### config.mk
export PLATFORM = sky130hd
export DESIGN_NAME = fetch_redirect_unit
export DESIGN_NICKNAME = d
export VERILOG_FILES = /design/src/rtl/fetch_redirect_unit_pkg.sv /design/src/rtl/fetch_redirect_unit_skid.sv /design/src/rtl/fetch_redirect_unit.sv
export SDC_FILE = /design/constraint.sdc
export NUM_CORES = 1
export LEC_CHECK = 0
export CORE_MARGIN = 2
export CORE_UTILIZATION = 55
export CTS_BUF_LIST = sky130_fd_sc_hd__clkbuf_4 sky130_fd_sc_hd__clkbuf_8
export DETAILED_ROUTE_END_ITERATION = 10
export PLACE_DENSITY = 0.81
export SYNTH_ARGS = -nofsm -noshare
export SYNTH_HDL_FRONTEND = slang
export SYNTH_SLANG_ARGS = --single-unit
### constraint.sdc
create_clock -name clk -period 6.89 [get_ports clk]
set_input_delay 0.689 -clock clk [delete_from_list [all_inputs] [get_ports clk]]
set_output_delay 0.689 -clock clk [all_outputs]
set_load 0.05 [all_outputs]
### src/rtl/fetch_redirect_unit_pkg.sv
// Shared fetch-stage definitions: state encoding, NOP encoding, default width.
package fetch_redirect_unit_pkg;

    localparam int XLEN = 32;

    localparam logic [31:0] NOP_INSTR = 32'h0000_0013;

    typedef enum logic [2:0] {
        S_IDLE,
        S_REQ,
        S_WAIT,
        S_HOLD,
        S_DROP
    } fetch_state_t;

endpackage

### src/rtl/fetch_redirect_unit_skid.sv
// One-entry holding register for a fetched instruction and its PC.
module fetch_skid_buf #(
    parameter int XLEN = 32
) (
    input  logic            clk,
    input  logic            rst_n,
    input  logic            load,
    input  logic            clear,
    input  logic [XLEN-1:0] in_instr,
    input  logic [XLEN-1:0] in_pc,
    output logic            valid,
    output logic [XLEN-1:0] instr,
    output logic [XLEN-1:0] pc
);

    always_ff @(posedge clk or negedge rst_n) begin
        if (!rst_n) begin
            valid <= 1'b0;
            instr <= '0;
            pc    <= '0;
        end else if (clear) begin
            valid <= 1'b0;
        end else if (load) begin
            valid <= 1'b1;
            instr <= in_instr;
            pc    <= in_pc;
        end
    end

endmodule

### src/rtl/fetch_redirect_unit.sv
// Fetch controller: owns the PC, issues single-outstanding imem requests,
// and squashes wrong-path fetches on an execute-stage redirect.
module fetch_redirect_unit #(
    parameter int              XLEN     = fetch_redirect_unit_pkg::XLEN,
    parameter logic [XLEN-1:0] RESET_PC = '0
) (
    input  logic            clk,
    input  logic            rst_n,
    input  logic            PCSrc,
    input  logic [XLEN-1:0] PCTargetE,
    input  logic            StallF,
    output logic            imem_req_valid,
    output logic [XLEN-1:0] imem_req_addr,
    input  logic            imem_req_ready,
    input  logic            imem_rsp_valid,
    input  logic [XLEN-1:0] imem_rsp_data,
    output logic [XLEN-1:0] InstrF,
    output logic [XLEN-1:0] PCF,
    output logic [XLEN-1:0] PCPlus4F,
    output logic            InstrValidF,
    output logic            FlushD,
    output logic            FlushE
);

    import fetch_redirect_unit_pkg::*;

    localparam logic [XLEN-1:0] NOP  = XLEN'(NOP_INSTR);
    localparam logic [XLEN-1:0] FOUR = XLEN'(4);

    fetch_state_t    state, state_nxt;
    logic [XLEN-1:0] pc, pend_pc;
    logic [XLEN-1:0] instr_q, pc_q, pc4_q;
    logic            valid_q;

    logic            req_valid, fire;
    logic            skid_load, skid_clear, skid_valid;
    logic [XLEN-1:0] skid_instr, skid_pc;

    logic            out_load, out_valid;
    logic [XLEN-1:0] out_instr, out_pc;

    fetch_skid_buf #(.XLEN(XLEN)) u_skid (
        .clk      (clk),
        .rst_n    (rst_n),
        .load     (skid_load),
        .clear    (skid_clear),
        .in_instr (imem_rsp_data),
        .in_pc    (pend_pc),
        .valid    (skid_valid),
        .instr    (skid_instr),
        .pc       (skid_pc)
    );

    // A response coinciding with a redirect must not launch a new request
    always_comb begin
        req_valid = 1'b0;
        unique case (state)
            S_REQ:   req_valid = !StallF;
            S_WAIT:  req_valid = imem_rsp_valid && !StallF && !PCSrc;
            default: req_valid = 1'b0;
        endcase
    end

    assign fire = req_valid && imem_req_ready;

    always_comb begin
        state_nxt  = state;
        skid_load  = 1'b0;
        skid_clear = 1'b0;
        out_load   = !StallF || PCSrc;
        out_valid  = 1'b0;
        out_instr  = NOP;
        out_pc     = pc_q;
        unique case (state)
            S_IDLE: state_nxt = S_REQ;
            S_REQ: begin
                if (fire)
                    state_nxt = PCSrc ? S_DROP : S_WAIT;
                else
                    state_nxt = S_REQ;
            end
            S_WAIT: begin
                if (PCSrc) begin
                    state_nxt = imem_rsp_valid ? S_REQ : S_DROP;
                end else if (imem_rsp_valid) begin
                    if (StallF) begin
                        state_nxt = S_HOLD;
                        skid_load = 1'b1;
                    end else begin
                        state_nxt = fire ? S_WAIT : S_REQ;
                        out_valid = 1'b1;
                        out_instr = imem_rsp_data;
                        out_pc    = pend_pc;
                    end
                end
            end
            S_HOLD: begin
                if (PCSrc) begin
                    state_nxt  = S_REQ;
                end else if (!StallF) begin
                    state_nxt  = S_REQ;
                    skid_clear = 1'b1;
                    out_valid  = skid_valid;
                    out_instr  = skid_valid ? skid_instr : NOP;
                    out_pc     = skid_valid ? skid_pc : pc_q;
                end
            end
            S_DROP: begin
                // Wrong-path response retires here; no further one is owed
                if (imem_rsp_valid)
                    state_nxt = S_REQ;
            end
            default: state_nxt = S_IDLE;
        endcase
        if (PCSrc) begin
            skid_clear = 1'b1;
            out_valid  = 1'b0;
            out_instr  = NOP;
            out_pc     = pc_q;
        end
    end

    always_ff @(posedge clk or negedge rst_n) begin
        if (!rst_n) begin
            state   <= S_IDLE;
            pc      <= RESET_PC;
            pend_pc <= RESET_PC;
        end else begin
            state <= state_nxt;
            if (PCSrc)
                pc <= {PCTargetE[XLEN-1:2], 2'b00};
            else if (fire)
                pc <= pc + FOUR;
            if (fire)
                pend_pc <= pc;
        end
    end

    always_ff @(posedge clk or negedge rst_n) begin
        if (!rst_n) begin
            instr_q <= NOP;
            pc_q    <= RESET_PC;
            pc4_q   <= RESET_PC + FOUR;
            valid_q <= 1'b0;
        end else if (out_load) begin
            instr_q <= out_instr;
            pc_q    <= out_pc;
            pc4_q   <= out_pc + FOUR;
            valid_q <= out_valid;
        end
    end

    assign imem_req_valid = req_valid;
    assign imem_req_addr  = pc;
    assign InstrF         = instr_q;
    assign PCF            = pc_q;
    assign PCPlus4F       = pc4_q;
    assign InstrValidF    = valid_q;
    assign FlushD         = PCSrc;
    assign FlushE         = PCSrc;

endmodule
==> impl_summary.txt <==
----------------------------------------------------
[Clocking]
  Number of hold-repair buffers added at the cts stage ... 0
  Worst-skew pair later-pin latency ... 530 ps
  Count of H-tree levels built during CTS ... 2
  Post-CTS Repair Setup Buffers ... 0
  Number of clock sinks ... 221
  Clock tree root driver cell ... sky130_fd_sc_hd__clkbuf_8
  Cts repair resizes ... 0
  Buffer levels on the longest clock path ... 3
  Clock input transition at the sequential cells of the worst setup and hold paths ... 60 ps
  Clock tree from TritonCTS ... built
  Number of buffers created by CTS ... 38

[Final layout]
  Register cell area after layout ... 0.005535 mm2
  Final Net Count ... 1227
  Number of antenna diodes ... 0
  Filler instances ... approximately 1300
  Layout area overhead ... 28.11%
  Utilization after layout ... 0.7255
  Total area of multi-input combinational cells ... 0.004377 mm2
  Fraction of layout instances using a drive strength above 1 ... 0.1578
  Non-Filler Instances ... 1414
  Commonest non-fill, non-tap cells in the layout ... 217 x sky130_fd_sc_hd__dfrtp_1, 195 x sky130_fd_sc_hd__clkdlybuf4s50_1, 180 x sky130_fd_sc_hd__nand2_1
  Most common library cell in the layout ignoring fill and taps ... sky130_fd_sc_hd__dfrtp_1

[Synth]
  Number of synthesized flops with an enable pin ... 0
  Count of mapped cells out of synthesis ... between 900 and 1000
  Cell area after synthesis ... 0.01028 mm2
  Dominant register cell in the synthesized netlist ... sky130_fd_sc_hd__dfrtp_1
  Distinct cell type count after synthesis ... 75
  Count of synthesis-stage warnings from yosys ... 0
  #FFs+latches synth ... between 200 and 250
  Fraction of the yosys area taken by sequential cells ... 0.5387
  Synthesized area per cell ... 10.58 um2
  Async set-reset flop share out of synthesis ... 1.000

[Worst hold path]
  Min-delay worst type ... in2async

[Route]
  Via total after detailed routing ... 8086
  Detailed-routing iteration count for the pre-antenna-repair pass ... 5
  Count of antenna-violating nets left after detailed routing ... 0
  Routed wire length ... 25.84 mm
  Detailed-route wire length per cell ... 18.27 um
  DRT iter0 DRCs ... 606
  Per-cell via count in the routed design ... 5.719
  Post-route DRC violation count ... 0

[Setup path]
  Highest cell delay on the worst timing path ... 800 ps
  Most prevalent standard cell on the critical path ... sky130_fd_sc_hd__a31oi_1
  Critical path data required time ... roughly 7300 ps
  Worst path arrival time ... 4490 ps
  Number of buffers and inverters on the critical path ... 2
  Kind of cell adding the most delay to the critical path ... compound AO/OA/AOI/OAI gates
  Critical path launch point type ... input port
  Cell Chain, Critical Path ... clkdlybuf4s50_1 -> nand2b_1 -> mux2i_1 -> o311ai_1 -> ha_1 -> inv_1 -> a31oi_1 -> nand4_1 -> nor3_1 -> a31oi_1 -> o31ai_1
  CP Max Fanout ... 15
  Type of the worst setup path ... in2reg
  Critical Path End Type ... flop
  Crit-path slowest cell ... sky130_fd_sc_hd__clkdlybuf4s50_1

[Placed design]
  Placed Cells incl. Taps ... 1344
  HPWL reported at the end of detailed placement ... 17.49 mm
  Last weighted congestion value of the routability-driven placer ... 0.8678
  Buffers added on ports ... 197

[Floorplan]
  Number of placement rows ... 49
  Area of the die ... roughly 0.020 mm2
  Count of pins on the block boundary ... 202
  Die H ... between 100 and 150 um
  Placeable Area ... approximately 0.018 mm2
  Starting utilization of the core area ... 0.5663
  Die span in x ... ~140 um

[Timing]
  Worst hold margin ... 250.2 ps
  Number of endpoints with negative hold slack in the final report ... 0
  Sum of negative setup slack ... 0 ps
  Skew final ... 19.44 ps
  Worst slew slack as a fraction of its limit ... 0.3016
  Peak Freq ... 0.2466 GHz
  Final Cycle Share ... 0.5886
  RSZ-0062 raised after global routing ... no
  Clock period minus worst slack ... 4055 ps
  Max-slew violations ... 0
  Number of setup violations in the final report ... 0
  Transition at the pin with the smallest max-transition slack ... 1043 ps

[Global routing]
  Global-route track usage on met1 ... 0.3781
  Grt ovf ... 0
  Via count of the first global-routing pass ... between 7000 and 8000
  Global-route met3 utilization ... 0.05129
  Layer with the highest usage ... met2
  Maximum number of pins on one net before global-route repair ... a little under 100
  Met2 layer usage reported by global route ... 0.4039
  GR Util All Layers ... 0.2636
  Number of antenna violations at the first check in global routing ... 0
  First-pass GRT wire length ... 42.04 mm

[Power]
  Gate power share ... 0.233
  Share of total power in sequential cells ... 0.437
  Internal power ... 0.002583 W
  Net Sw Frac ... 0.3332
  Maximum vdd ir drop ... 0.1806 mV
  NetSw ... around 0.0013 W
  Reported leakage power ... 5.889 nW
  Proportion of power drawn by the clock network ... 0.329
  Power density over the cells ... 294.2 mW/mm2

[Run status]
  Outcome ... finished, final reports clean

[Run]
  Max-cap violations ... 0

----------------------------------------------------
## power groups by stage
stage	logic, W	registers (W)	clock network [W]
final	0.000904	0.00169	0.00128
after global routing	0.000968	0.00172	0.00135
after CTS	0.000907	0.00169	0.00129
after detailed placement	0.000902	0.00171	0
after global placement	0.000884	0.00170	0
after floorplan	0.000340	0.00190	0
## worst register-to-register path: stages, from the launching register on
cell and delay [ps]:
sky130_fd_sc_hd__dfrtp_1 510, sky130_fd_sc_hd__or3b_1 690, sky130_fd_sc_hd__nor3_4 730, sky130_fd_sc_hd__a221o_1 470
sky130_fd_sc_hd__nand4_4 190, sky130_fd_sc_hd__nor4_4 720, sky130_fd_sc_hd__a311oi_1 180, sky130_fd_sc_hd__or3b_1 360
## sequential cells by signal (all words and copies together), names as in the netlist
name / flops
InstrF: 32
u_skid.valid: 1
PCF: 32
state: 3
InstrValidF: 1
PCPlus4F: 30
u_skid.pc: 30
pend_pc: 30
u_skid.instr: 32
imem_req_addr: 30
## routing by layer
layer | vias to the layer above | routed length, um
met5 | - | 0
met4 | 0 | 879
met3 | 63 | 1861
met2 | 316 | 11850
met1 | 3887 | 11240
li1 | 3820 | -
## Yosys cell counts, types with 8 or more instances
| cell type | instances | area share |
|---|---|---|
| sky130_fd_sc_hd__o21ai_0 | 71 | 0.035 |
| sky130_fd_sc_hd__mux2_2 | 64 | 0.070 |
| sky130_fd_sc_hd__a21oi_1 | 19 | 0.0093 |
| sky130_fd_sc_hd__clkbuf_1 | 43 | 0.016 |
| sky130_fd_sc_hd__nand4_1 | 17 | 0.010 |
| sky130_fd_sc_hd__nor2_1 | 44 | 0.016 |
| sky130_fd_sc_hd__inv_1 | 17 | 0.0062 |
| sky130_fd_sc_hd__and3_1 | 18 | 0.011 |
| sky130_fd_sc_hd__xor2_1 | 18 | 0.015 |
| sky130_fd_sc_hd__a22oi_1 | 32 | 0.023 |
| sky130_fd_sc_hd__nand2_1 | 180 | 0.066 |
| sky130_fd_sc_hd__or3_1 | 9 | 0.0055 |
| sky130_fd_sc_hd__nand3_1 | 25 | 0.012 |
| sky130_fd_sc_hd__nor4_1 | 8 | 0.0049 |
| sky130_fd_sc_hd__nor3_1 | 17 | 0.0083 |
| sky130_fd_sc_hd__buf_4 | 8 | 0.0058 |
| sky130_fd_sc_hd__dfrtp_1 | 217 | 0.53 |
| sky130_fd_sc_hd__xnor2_1 | 25 | 0.021 |
## layout make-up
type | count | share of cell area
inverters | 21 | 0.005987
flip-flops and latches | 221 | 0.4205
clock buffers | 64 | 0.05978
clock inverters | 6 | 0.004182
well taps | 229 | 0.02176
multi-input cells | 666 | 0.3324
repair buffers | 207 | 0.1554
## worst paths after layout
check | startpoint | to | slack, ps | cells after the start
max | StallF | PCPlus4F[30]$_DFFE_PN0P_ | 2830 | 11
min | rst_n | imem_req_addr[9]$_DFFE_PN0N_ | 250 | 1
max reg2reg | state[2]$_DFFE_PN0P_ | PCPlus4F[23]$_DFFE_PN0P_ | 2940 | 7
min reg2reg | PCPlus4F[3]$_DFFE_PN0P_ | PCPlus4F[3]$_DFFE_PN0P_ | 460 | 2
max in group asynchronous | rst_n | u_skid.instr[14]$_DFFE_PN0P_ | 5240 | 2
min in group clk | PCPlus4F[3]$_DFFE_PN0P_ | PCPlus4F[3]$_DFFE_PN0P_ | 460 | 2
## cell families (layout without fill, tap and decap cells)
| group | after synthesis | count (layout) | synth area share |
|---|---|---|---|
| AOI/OAI and AO/OA | 181 | 181 | 0.1205 |
| muxes | 72 | 72 | 0.07914 |
| and+or+nand+nor | 366 | 366 | 0.1845 |
| adders and majority gates | 2 | 2 | 0.002435 |
| other | 1 | 2 | 0.0003649 |
| DFF | 221 | 221 | 0.5387 |
| xor gates and xnor gates | 43 | 43 | 0.03665 |
| buffers and inverters | 85 | 298 | 0.03774 |
## per-stage QoR
stage / total power [W] / area (um2) / setup slack (ps)
finish: 0.003873 / 13170 / 2835
CTS: 0.003888 / 13170 / 2952
detailed placement: 0.002607 / 12320 / 2418
floorplan: 0.002243 / 10280 / 3834
global placement: 0.002582 / 12320 / 2504
global route: 0.004034 / 13170 / 2607
No activity file was read; power rests on OpenSTA's default activity.
==> RTL change 1: new RTL, same flow settings <==
`XLEN` is set to 32 in 2 places; all go to 16.
--- a/src/rtl/fetch_redirect_unit_pkg.sv
+++ b/src/rtl/fetch_redirect_unit_pkg.sv
@@ -2,5 +2,5 @@
 package fetch_redirect_unit_pkg;
 
-    localparam int XLEN = 32;
+    localparam int XLEN = 16;
 
     localparam logic [31:0] NOP_INSTR = 32'h0000_0013;
--- a/src/rtl/fetch_redirect_unit_skid.sv
+++ b/src/rtl/fetch_redirect_unit_skid.sv
@@ -1,5 +1,5 @@
 // One-entry holding register for a fetched instruction and its PC.
 module fetch_skid_buf #(
-    parameter int XLEN = 32
+    parameter int XLEN = 16
 ) (
     input  logic            clk,
Interface: changed (6 resized); port bits go from 202 to 106. The function was not compared with the original's and may differ.
==> RTL change 1 against the unedited design <==
  * Clock power fell by 71%
  * Total power fell by 56%
  * Cell area fell by 53%
  * Via count fell by 52%
  * Setup slack improved by 0.26 ns
  * Global-route usage fell by 2.1 points
  * Clock skew barely moved
  * Area after synthesis fell by 51%
  * Sequential cell count fell by 112
  * Core utilization fell by 1.7 points
  * Routed wire length fell by 56%
  * Critical path type is now in2out
  * Largest power group unchanged
  * Highest routed layer unchanged
==> RTL change 1: results (changes against the unedited design) <==
grt_max_degree: 80  # was 99
fin_nets: 613  # was 1227
startpoint: "PCSrc"  # was StallF
gp_congestion: 0.8473  # was 0.8678
reg2reg_depth: 8  # was 7
arrival_ns: 3.11  # was 4.49 ns
cp_slowest_cell: "clkdlybuf4s50_1"  # unchanged
vdd_drop_max_uv: 141.3  # was 180.6 uV
synth-compound-area-share_pct: 13.02  # was 12.05%
synth_cell_types: 54  # was 75
hpwlAfterDp_um: 7842  # was 17490 um
muxShareOfSynthArea_pct: 6.951  # was 7.914%
finalClockSkew_ns: 0.01990  # was 0.01944 ns
synthTopCellsByCount: "105 x dfrtp_1, 93 x nand2_1, 41 x o21ai_0"  # was 217 x dfrtp_1, 180 x nand2_1, 71 x o21ai_0
p_leak_uw: 0.002708  # was 0.005889 uW
slowest_delay_ns: 0.89  # was 0.80 ns
synthTopCellsByArea: "dfrtp_1 53%, nand2_1 7.0%, mux2_2 6.5%, o21ai_0 4.1%, dfstp_2 2.1%"  # was dfrtp_1 53%, mux2_2 7.0%, nand2_1 6.6%, o21ai_0 3.5%, a22oi_1 2.3%
grt_pass1_wl_um: 19360  # was 42040 um
port_buffers: 101  # was 197
worstMarginPinSlew_ns: 1.101  # was 1.043 ns
vias: 3913  # was 8086
regToRegSetupSlack_ns: 3.77  # was 2.94 ns
r2r-start: "state[1]"  # was state[2]
status: "finished, final reports clean"  # unchanged
synthXorXnorAreaFrac_pct: 3.864  # was 3.665%
cts.path.max_buffers: 2  # was 3
synth_fa_ha_area_share_pct: 0.5019  # was 0.2435%
power_switching_uw: 621.7  # was 1291 uW
grt.total_usage_pct: 24.27  # was 26.36%
numCtsBuffers: 9  # was 38
htreeDepth: 3  # was 2
post_cts_buffers: 0  # unchanged
crit_fanout: 34  # was 15
path_clk_slew_ns: 0.11  # was 0.06 ns
ys_seq_area_share_pct: 54.81  # was 53.87%
drtIter0Drc: 144  # was 606
synthArstFlopShare_pct: 100.0  # unchanged
postRouteWirelength_um: 11310  # was 25840 um
dpl_cell_area_um2: 6027  # was 12320 um^2
clkLatencyLatePin_ns: 0.38  # was 0.53 ns
[RTL change 1: changes by cell type after synthesis, moves of 16 or more]
| cell | change |
|---|---|
| o21ai_0 | -30 |
| nand3_1 | -16 |
| a22oi_1 | -19 |
| clkbuf_1 | -22 |
| nor2_1 | -22 |
| dfrtp_1 | -112 |
| mux2_2 | -35 |
| nand2_1 | -87 |
[RTL change 1: stage by stage]
| stage | setup WS (ns) | instances | hold WS [ns] |
|---|---|---|---|
| floorplan | 3.404 | 487 | 0.3934 |
| global placement | 2.869 | 670 | 0.4509 |
| detailed placement | 2.766 | 670 | 0.4626 |
| CTS | 3.114 | 686 | 0.2269 |
| global route | 2.950 | 686 | 0.2423 |
| finish | 3.094 | 686 | 0.2193 |
[RTL change 1: how the worst max path moves through the flow]
stage,slack (ns),to
global placement,2.87,PCPlus4F[10]
CTS,3.11,imem_req_valid
floorplan,3.40,imem_req_addr[15]
detailed placement,2.77,PCPlus4F[10]
finish,3.09,imem_req_valid
global route,2.95,PCPlus4F[10]
[RTL change 1: layout make-up]
type                    count  area, um^2
repair buffers            106        1046
clock buffers              11       138.9
well taps                 108       135.1
clock inverters             5       45.04
inverters                  14       52.55
multi-input cells         333        2061
fillers                   650        2552
flip-flops and latches    109        2733
[RTL change 1: power by group through the flow]
stage	registers (uW)	clock network, uW	logic, uW
after CTS	827	373	489
after floorplan	954	0	187
after global placement	833	0	478
after global routing	842	400	528
after detailed placement	838	0	487
final	829	369	488
[RTL change 1: metal layers]
metal / track usage, % / up-vias / routed length [um]
li1: - / 1865 / -
met1: 34.63 / 1875 / 5269
met2: 38.46 / 156 / 5157
met3: 4.216 / 17 / 715
met4: 7.482 / 0 / 170
met5: 0 / - / 0
==> RTL change 2: new RTL, same flow settings <==
Made on the original files. Re-encode `fetch_state_t` (5 states) as Gray code, 3 bits wide.
--- a/src/rtl/fetch_redirect_unit_pkg.sv
+++ b/src/rtl/fetch_redirect_unit_pkg.sv
@@ -7,9 +7,9 @@
 
     typedef enum logic [2:0] {
-        S_IDLE,
-        S_REQ,
-        S_WAIT,
-        S_HOLD,
-        S_DROP
+        S_IDLE = 3'b000,
+        S_REQ  = 3'b001,
+        S_WAIT = 3'b011,
+        S_HOLD = 3'b010,
+        S_DROP = 3'b110
     } fetch_state_t;
 
Check against the original RTL: no difference found for any inputs over 4 cycles, from zero or initial values and one cycle with rst_n low; so few cycles prove little.
==> RTL change 2 against the unedited design <==
  * Routed wire length fell by 3.6%
  * Sequential cell count did not move
  * Count of clock-buffer cells in the layout rose by 1
  * Via count fell by 0.67%
  * Critical path depth fell by 3
  * Area after synthesis fell by 0.55%
  * Maximum frequency rose by 6.3%
  * Setup slack improved by 0.24 ns
  * Cell area fell by 0.20%
  * Critical path type unchanged
Power is not compared: it rests on default switching activity, and its combinational part moved more than twofold at a synthesized area within 25%.
==> RTL change 2: results (changes against the unedited design) <==
vdd_drop_max_uv: 200.7
p_leak_uw: 0.005691
status: "finished, final reports clean"  # unchanged
drt-vias-per-instance: 5.652  # was 5.719
met1_length_um: 11550  # was 11240 um
max_slew_margin_pct: 37.64  # was 30.16%
port_buffers: 197  # unchanged
crit_end: "PCPlus4F[31]"  # was PCPlus4F[30]
finalClockSkew_ns: 0.02380  # was 0.01944 ns
regToRegSetupSlack_ns: 3.28  # was 2.94 ns
grt_max_degree: 80  # was 99
numCtsBuffers: 37  # was 38
synth_fa_ha_area_share_pct: 0.2449  # was 0.2435%
synthArstFlopShare_pct: 100.0  # unchanged
routed.top_layer: "met4"  # unchanged
grt_antenna_before_repair: 0  # unchanged
met3_length_um: 1339  # was 1861 um
arrival_ns: 4.24  # was 4.49 ns
hold_path.class: "in2async"  # unchanged
r2r-start: "state[0]"  # was state[2]
synth_most_common_cell: "dfrtp_1"  # unchanged
gp_congestion: 0.8342  # was 0.8678
post_cts_buffers: 0  # unchanged
path_clk_slew_ns: 0.06  # about the same
wl_per_cell_um: 17.54  # was 18.27 um
hpwlAfterDp_um: 16990  # was 17490 um
synth_cell_types: 62  # was 75
grt_pass1_wl_um: 41030  # was 42040 um
dpl_cell_area_um2: 12310  # was 12320 um^2
crit_fanout: 54  # was 15
root_buffer: "clkbuf_8"  # unchanged
muxShareOfSynthArea_pct: 7.419  # was 7.914%
cp_slowest_cell: "or4b_4"  # was clkdlybuf4s50_1
final_antenna_net_count: 0  # unchanged
startpoint: "StallF"  # unchanged
grt.total_usage_pct: 25.66  # was 26.36%
hold_ws_ns: 0.1335  # was 0.2502 ns
synthTopCellsByArea: "dfrtp_1 53%, nand2_1 7.1%, mux2_2 6.8%, o21ai_0 3.6%, a22oi_1 2.9%"  # was dfrtp_1 53%, mux2_2 7.0%, nand2_1 6.6%, o21ai_0 3.5%, a22oi_1 2.3%
drtIter0Drc: 554  # was 606
dr.pass1.iters: 5  # unchanged
ctsResizeCount: 0  # unchanged
met2_length_um: 11450  # was 11850 um
synth-compound-area-share_pct: 14.54  # was 12.05%
synth_edf_count: 0  # unchanged
synthXorXnorAreaFrac_pct: 3.942  # was 3.665%
clkLatencyLatePin_ns: 0.53  # about the same
synthTopCellsByCount: "217 x dfrtp_1, 194 x nand2_1, 74 x o21ai_0"  # was 217 x dfrtp_1, 180 x nand2_1, 71 x o21ai_0
grt_pass1_vias: 7840  # was 7971
fin_nets: 1235  # was 1227
drive_gt1_share_pct: 15.10  # was 15.78%
reg2reg_depth: 8  # was 7
slowest_delay_ns: 0.89  # was 0.80 ns
cts.path.max_buffers: 3  # unchanged
ys_seq_area_share_pct: 54.16  # was 53.87%
[RTL change 2: through the flow]
step / worst slack (ns) / cells
after global placement: 2.707 / 1353
after floorplan: 3.434 / 984
after CTS: 3.110 / 1421
final: 3.077 / 1421
after detailed placement: 2.557 / 1353
after global routing: 2.905 / 1421
[RTL change 2: cell families (layout without fill, tap and decap cells)]
family                     count (synthesis)  after routing
adders and majority gates                  2              2
other                                      1              2
AOI/OAI and AO/OA                        225            225
and+or+nand+nor                          342            342
muxes                                     68             68
buffers and inverters                     78            286
xor gates and xnor gates                  46             46
DFF                                      221            221
[RTL change 2: worst min path at each step]
stage / to / startpoint / depth (start not counted)
2_1_floorplan: InstrF[10] / rst_n / 0
3_3_place_gp: PCPlus4F[3] / PCPlus4F[3] / 2
3_5_place_dp: InstrValidF / InstrValidF / 2
4_1_cts: imem_req_addr[10] / rst_n / 1
5_1_grt: imem_req_addr[10] / rst_n / 1
6_report: imem_req_addr[10] / rst_n / 1
[RTL change 2: layout make-up]
| type | count | area (um^2) |
|---|---|---|
| Inverter | 5 | 18.77 |
| Sequential cell | 221 | 5535 |
| Tap cell | 229 | 286.5 |
| Fill cell | 1319 | 4947 |
| Clock buffer | 65 | 813.3 |
| Clock inverter | 3 | 17.52 |
| Timing Repair Buffer | 213 | 2092 |
| Multi-Input combinational cell | 685 | 4375 |
[RTL change 2: critical path, delay by kind of cell]
family / cells / cell delay, ns
buffers and inverters: 1 / 0.59
and+or+nand+nor: 2 / 1.52
AOI/OAI and AO/OA: 5 / 1.41
[RTL change 2: where the power goes]
part,switching [uW],internal (uW)
Combinational,1140,702
Clock,518,739
Sequential,353,1730
Total,2010,3170
[RTL change 2: routing by layer]
layer  vias to the layer above  track usage [%]
li1                       3820                -
met1                      3921            38.26
met2                       248            38.98
met3                        43            4.068
met4                         0            8.134
met5                         -                0
